[config.mk]
export PLATFORM = sky130hd
export DESIGN_NAME = vga_timing_gen
export DESIGN_NICKNAME = d
export VERILOG_FILES = /design/src/rtl/vga_timing_pkg.sv /design/src/rtl/sync_delay_line.sv /design/src/rtl/vga_timing_gen.sv
export SDC_FILE = /design/constraint.sdc
export NUM_CORES = 1
export LEC_CHECK = 0
export CORE_ASPECT_RATIO = 1.75
export CORE_MARGIN = 10
export CORE_UTILIZATION = 30
export CTS_BUF_LIST = sky130_fd_sc_hd__clkbuf_2
export DETAILED_ROUTE_END_ITERATION = 6
export PLACE_DENSITY = 0.59
export SETUP_SLACK_MARGIN = 0.4
export SYNTH_ARGS = -nofsm -noshare
export SYNTH_HDL_FRONTEND = slang
export SYNTH_HIERARCHICAL = 1
export SYNTH_SLANG_ARGS = --single-unit
[constraint.sdc]
create_clock -name vga_clk -period 2.5 [get_ports vga_clk]
set_input_delay 0.5 -clock vga_clk [delete_from_list [all_inputs] [get_ports vga_clk]]
set_output_delay 0.5 -clock vga_clk [all_outputs]
set_load 0.02 [all_outputs]
[src/rtl/vga_timing_pkg.sv]
// Shared 640x480@60 timing constants and types for the VGA timing generator.
package vga_timing_pkg;

  localparam int unsigned H_VISIBLE = 640;
  localparam int unsigned H_FRONT   = 16;
  localparam int unsigned H_SYNC    = 96;
  localparam int unsigned H_BACK    = 48;
  localparam int unsigned H_TOTAL   = H_VISIBLE + H_FRONT + H_SYNC + H_BACK;

  localparam int unsigned V_VISIBLE = 480;
  localparam int unsigned V_FRONT   = 10;
  localparam int unsigned V_SYNC    = 2;
  localparam int unsigned V_BACK    = 33;
  localparam int unsigned V_TOTAL   = V_VISIBLE + V_FRONT + V_SYNC + V_BACK;

  localparam int unsigned CNT_W  = 10;
  localparam int unsigned ANIM_W = 2;

  typedef logic [CNT_W-1:0] cnt_t;

  typedef struct packed {
    logic hs;
    logic vs;
  } sync_t;

  function automatic logic in_window(cnt_t pos, cnt_t first, cnt_t last);
    return (pos >= first) && (pos <= last);
  endfunction

endpackage

[src/rtl/sync_delay_line.sv]
// Shift register that delays the 2-bit {hs,vs} sync pair by DEPTH clocks; resets to idle-high.
module sync_delay_line #(
  parameter int unsigned DEPTH = 2
) (
  input  logic       clk,
  input  logic       rst_n,
  input  logic [1:0] raw,
  output logic [1:0] delayed
);

  generate
    if (DEPTH == 0) begin : g_bypass
      assign delayed = raw;
    end else begin : g_pipe
      logic [1:0] stage [DEPTH];

      always_ff @(posedge clk or negedge rst_n) begin
        if (!rst_n) begin
          for (int unsigned i = 0; i < DEPTH; i++) stage[i] <= 2'b11;
        end else begin
          stage[0] <= raw;
          for (int unsigned i = 1; i < DEPTH; i++) stage[i] <= stage[i-1];
        end
      end

      assign delayed = stage[DEPTH-1];
    end
  endgenerate

endmodule

[src/rtl/vga_timing_gen.sv]
// VGA raster counters, visible-area decode, pipeline-aligned syncs, frame pulse and sprite animation index.
module vga_timing_gen
  import vga_timing_pkg::*;
#(
  parameter int unsigned PIPE_DELAY = 2,
  parameter int unsigned ANIM_DIV   = 8,
  parameter int unsigned H_VIS      = H_VISIBLE,
  parameter int unsigned H_FP       = H_FRONT,
  parameter int unsigned H_SW       = H_SYNC,
  parameter int unsigned H_BP       = H_BACK,
  parameter int unsigned V_VIS      = V_VISIBLE,
  parameter int unsigned V_FP       = V_FRONT,
  parameter int unsigned V_SW       = V_SYNC,
  parameter int unsigned V_BP       = V_BACK
) (
  input  logic       vga_clk,
  input  logic       reset_n,
  input  logic       anim_en,
  output logic [9:0] DrawX,
  output logic [9:0] DrawY,
  output logic       blank,
  output logic       hs,
  output logic       vs,
  output logic       frame_start,
  output logic [1:0] anim_frame
);

  localparam cnt_t H_LAST   = cnt_t'(H_VIS + H_FP + H_SW + H_BP - 1);
  localparam cnt_t V_LAST   = cnt_t'(V_VIS + V_FP + V_SW + V_BP - 1);
  localparam cnt_t H_VIS_C  = cnt_t'(H_VIS);
  localparam cnt_t V_VIS_C  = cnt_t'(V_VIS);
  localparam cnt_t HS_FIRST = cnt_t'(H_VIS + H_FP);
  localparam cnt_t HS_LAST  = cnt_t'(H_VIS + H_FP + H_SW - 1);
  localparam cnt_t VS_FIRST = cnt_t'(V_VIS + V_FP);
  localparam cnt_t VS_LAST  = cnt_t'(V_VIS + V_FP + V_SW - 1);

  localparam int unsigned   DIV_W    = (ANIM_DIV > 1) ? $clog2(ANIM_DIV) : 1;
  localparam logic [DIV_W-1:0] DIV_LAST = DIV_W'(ANIM_DIV - 1);

  logic             h_last;
  logic             v_last;
  sync_t            sync_raw;
  sync_t            sync_out;
  logic [DIV_W-1:0] div;

  assign h_last = (DrawX == H_LAST);
  assign v_last = (DrawY == V_LAST);

  // frame_start is registered off the (last,last) position, so it lands on the
  // (0,0) cycle after a wrap but never on the (0,0) that follows reset.
  always_ff @(posedge vga_clk or negedge reset_n) begin
    if (!reset_n) begin
      DrawX       <= '0;
      DrawY       <= '0;
      frame_start <= 1'b0;
    end else begin
      DrawX       <= h_last ? '0 : DrawX + 1'b1;
      frame_start <= h_last && v_last;
      if (h_last) DrawY <= v_last ? '0 : DrawY + 1'b1;
    end
  end

  assign blank       = (DrawX < H_VIS_C) && (DrawY < V_VIS_C);
  assign sync_raw.hs = !in_window(DrawX, HS_FIRST, HS_LAST);
  assign sync_raw.vs = !in_window(DrawY, VS_FIRST, VS_LAST);

  sync_delay_line #(
    .DEPTH(PIPE_DELAY)
  ) u_sync_delay (
    .clk    (vga_clk),
    .rst_n  (reset_n),
    .raw    (sync_raw),
    .delayed(sync_out)
  );

  assign hs = sync_out.hs;
  assign vs = sync_out.vs;

  always_ff @(posedge vga_clk or negedge reset_n) begin
    if (!reset_n) begin
      div        <= '0;
      anim_frame <= '0;
    end else if (frame_start && anim_en) begin
      if (div == DIV_LAST) begin
        div        <= '0;
        anim_frame <= anim_frame + 1'b1;
      end else begin
        div <= div + 1'b1;
      end
    end
  end

endmodule

Yosys cells after proc, flatten, opt, wreduce, memory -nomap -nowiden
Index checks and enable logic that the tools add are counted.
{ "classes": {"add_sub_neg": 4, "n_lt_le_gt_ge": 6, "n_eq_ne": 3, "n_mux": 3, "reduce_logical": 8} }
{ "op_table": {"columns": ["operator", "count"], "rows": [
  ["$add 10x1->10 const B", 2],
  ["$eq 10x10->1 const B", 2],
  ["$mux 10", 2],
  ["$ge 10x10->1 const B", 1],
  ["$ge 10x9->1 const B", 1],
  ["$le 10x10->1 const B", 1],
  ["$le 10x9->1 const B", 1],
  ["$lt 10x10->1 const B", 1],
  ["$lt 10x9->1 const B", 1],
  ["$logic_and 1x1->1", 5],
  ["$add 3x1->3 const B", 1],
  ["$eq 3x3->1 const B", 1],
  ["$mux 3", 1],
  ["$add 2x1->2 const B", 1],
  ["$logic_not 1->1", 2],
  ["$reduce_and 2->1", 1]
]} }
{ "word_totals": {"register_bits": 30, "input_bits": 3, "out_inout_bits": 26, "word_cells": 31} }

Logic depth before layout (Yosys ltp)
{ "depth": {"word_depth": 3, "mapped_depth": 6, "depth_no_buf": 6} }

By module
The synthesis kept the hierarchy.
{ "by_module_without_submodules": {"columns": ["mod", "n_inst", "cells_each", "area_per_inst_um2", "seq_area_each_um2"], "rows": [
  ["vga_timing_gen", 1, 126, 1360.1, 650.6],
  ["sync_delay_line", 1, 6, 120.1, 105.1]
]} }

Worst setup path before layout
Ideal clock, no wire load.
{ "synth_path": {"path_type": "reg2out", "from": "register DrawY[5]", "to": "output port blank", "arrival_ns": 1.376, "required_ns": 2.000, "setup_slack_ns": 0.624, "path_stages_with_launch": 4, "path_buffers": 0, "path_cell_list": "dfrtp_1 and3_1 and2_1 nor3_1"} }
{ "synth_between": {"elab_chain_cells": 2} }
{ "synth_rtl": {"columns": ["item", "line", "source"], "rows": [
  ["start: declaration", "vga_timing_gen.sv:20", "output logic [9:0] DrawY,"],
  ["start signal: assignment", "vga_timing_gen.sv:59", "if (h_last) DrawY <= v_last ? '0 : DrawY + 1'b1;"],
  ["$lt 10x9->1", "vga_timing_gen.sv:63", "assign blank = (DrawX < H_VIS_C) && (DrawY < V_VIS_C);"],
  ["$logic_and 1x1->1", "vga_timing_gen.sv:63", null],
  ["end: declaration", "vga_timing_gen.sv:21", "output logic blank,"]
]} }
No other way between the ends.

Worst setup path after layout
Ends and elaborated chain as after synthesis.

==> summary.md <==
| Metric | Value |
|---|---|
| Total GRT Usage | 8.753% |
| Number of antenna diodes | 0 |
| Top-area cell type share of the netlist area | 43.96% |
| Avg Cell Area, Syn | 11.21 um^2 |
| Setup crit end kind | output port |
| Avg Vias per Cell | 5.041 |
| Hold depth | 0 |
| Antenna viol nets, final | 0 |
| CP Launch Type | register |
| Ys flop type | dfrtp_1 |
| Commonest non-fill, non-tap cell in the layout | clkdlybuf4s50_1 |
| CP required | 2.00 ns |
| Most frequent cells in the layout | 25 x clkdlybuf4s50_1, 18 x dfrtp_1, 16 x nand3_1 |
| CP delay by family, top | simple AND/OR/NAND/NOR gates |
| Critical path depth | 4 |
| Setup TNS | 0 ns |
| Crit path buf inv count | 1 |
| WL final | 3.352 mm |
| Number of CTS-inserted buffers | 5 |
| Synth top area cells | dfrtp_1 44%, dfstp_2 7.1%, nand3_1 5.4%, xnor2_1 5.3%, ha_1 5.1% |
| CP max stage cell | dfrtp_1 |
| IO buf count | 28 |
| Cell taking the most area after synthesis | dfrtp_1 |
| DRC violations left | 0 |
| Achievable Freq | 492.6 MHz |
| Unrepaired setup endpoints after global routing | true |
| TritonCTS clock tree | yes |
| First-pass DRT Iterations | 4 |
| Post-synthesis cell type count | 36 |
| Largest net degree at the start of global routing | 31 |
| Min-Delay Path Class | register to register |
| Slew @ Worst Pin | 0.4122 ns |
| Final hold vios | 0 |
| Syn nets | 141 |
| Crit-path max FO | 4 |
| DR vias | 1119 |
| Post-synth EDFFs | 0 |
| Post-synthesis register bit count | 30 |
| Sinks on Clock Net | 30 |
| Hold WS | 0.3696 ns |
| H-tree lvl count | 2 |
| Area Overhead vs Synth | 29.42% |
| Clock network latency to the later pin of the worst-skew pair | 0.36 ns |
| CP Cell Sequence | and3_1 > and2_1 > nor3_1 > buf_2 |
| Vias in the first global route | 1205 |
| Yosys Warn Count | 6 |
| Setup violators final | 0 |
| Root Driver | clkbuf_2 |
| Initial antenna violation count | 0 |
| Max_slew headroom | 72.52% |
| CTS max path bufs | 2 |
| Max Transition Viols Final | 0 |
| FF-to-FF path depth | 4 |
| Die width | 73.10 um |
| Asr flop ratio synth | 100.0% |
| Initial core utilization | 31.17% |
| Die Ht | 112.9 um |
| Row count | 33 |
| Tot Pwr | 0.8393 mW |
| DP HPWL | 2.449 mm |
| Power Density | 438.1 nW/um^2 |
| Fin Clk Skew | 0.006803 ns |
| Post-synthesis sequential area ratio | 51.06% |
| Post-Syn Instances | 132 |
| Leakage Power | 0.8981 nW |
| Ports | 29 |
| Synthesized cell area | 1480 um^2 |
| Crit Path Category | register to output port |
| GPL Wtd Cong | 0.7655 |
| Outcome | complete, no violations |
| Tmin final | 2.030 ns |
| Max IR drop VDD | 342.7 uV |
| Worst-path clk slew | 0.16 ns |
| Fin crit share | 81.20% |
| CP Data Arrival Time | 1.53 ns |
| Layout cell share with drive strength beyond 1 | 21.76% |
| 1st-iter DRT viols | 29 |
| Global route total overflow | 0 |
| Fin nets | 178 |
| Drt wl/cell | 15.10 um |
| Slowest stage delay, CP | 0.42 ns |
| Max cap viols | 0 |
| Core area | 4748 um^2 |
| Die area | 8254 um^2 |
| First-pass GRT wire length | 5.851 mm |
[routing by layer]
| layer | vias up | global-route usage (%) | wire length, um |
|---|---|---|---|
| met5 | - | 0 | 0 |
| met4 | 0 | 4.071 | 61 |
| met3 | 5 | 4.637 | 367 |
| met2 | 38 | 13.24 | 1552 |
| met1 | 542 | 9.760 | 1371 |
| li1 | 534 | - | - |
[sequential cells by signal, indices dropped and copies added (netlist names)]
name and count:
DrawY 10, anim_frame 2, frame_start 1, u_sync_delay/g_pipe.stage 2
DrawX 10, u_sync_delay/delayed 2, div 3
[what timing repair did]
action                     in CTS  in global routing
resized for setup               6                  9
setup endpoints to repair       2                 10
hold buffers                    0                  0
hold endpoints to repair        0                  0
setup buffers                   3                  2
[final timing paths]
check                      slack [ns]                           endpoint                                    from
min in group asynchronous        0.50               DrawY[8]$_DFFE_PN0N_                                 reset_n
max in group asynchronous        1.68  u_sync_delay/delayed[0]$_DFF_PN1_                                 reset_n
min reg2reg                      0.37  u_sync_delay/delayed[0]$_DFF_PN1_  u_sync_delay/g_pipe.stage[2]$_DFF_PN1_
min                              0.37  u_sync_delay/delayed[0]$_DFF_PN1_  u_sync_delay/g_pipe.stage[2]$_DFF_PN1_
max reg2reg                      0.61               DrawY[7]$_DFFE_PN0N_                      DrawX[5]$_DFF_PN0_
max                              0.47                              blank                    DrawY[5]$_DFFE_PN0N_
[cells in the mapped netlist, drive strengths merged, types with 2 or more instances]
cell / n
nand3: 16
inv: 5
o21a: 2
nor3: 5
nand2: 6
and3: 5
nand4: 4
nor4: 6
xnor2: 9
dfstp: 4
xor2: 6
o21ai: 5
dfrtp: 26
and2: 2
or3: 3
ha: 6
nor2: 10
buf: 3
[per-stage QoR]
stage	setup WS [ns]	util (%)	std cells	cell area [um^2]
floorplan	0.6235	-	132	1480
global placement	0.3710	37.97	209	1803
detailed placement	0.3292	37.97	209	1803
CTS	0.4048	39.74	220	1887
global route	0.3393	40.34	222	1916
finish	0.4699	40.34	222	1916
[cells by family after synthesis]
kind of cell | Yosys count | share of synthesized area, %
flops | 30 | 51.06
compound gates | 10 | 4.311
xor+xnor | 15 | 8.876
simple gates | 61 | 26.63
buf+inv | 9 | 3.296
mux | 1 | 0.7607
fa+ha+maj | 6 | 5.072
[where the power goes]
part	switching [mW]	internal, mW	leakage [nW]
Clock	0.174	0.166	0.0427
Combinational	0.00979	0.00380	0.475
Sequential	0	0.486	0.380
[cell type report]
cell class / count / area (um^2)
Sequential cell: 30 / 765.7
Timing Repair Buffer: 34 / 325.3
Clock buffer: 5 / 25.02
Fill cell: 460 / 2833
Clock inverter: 3 / 40.04
Inverter: 5 / 18.77
Multi-Input combinational cell: 93 / 675.6
Tap cell: 52 / 65.06
(Power assumes the default switching activity.)
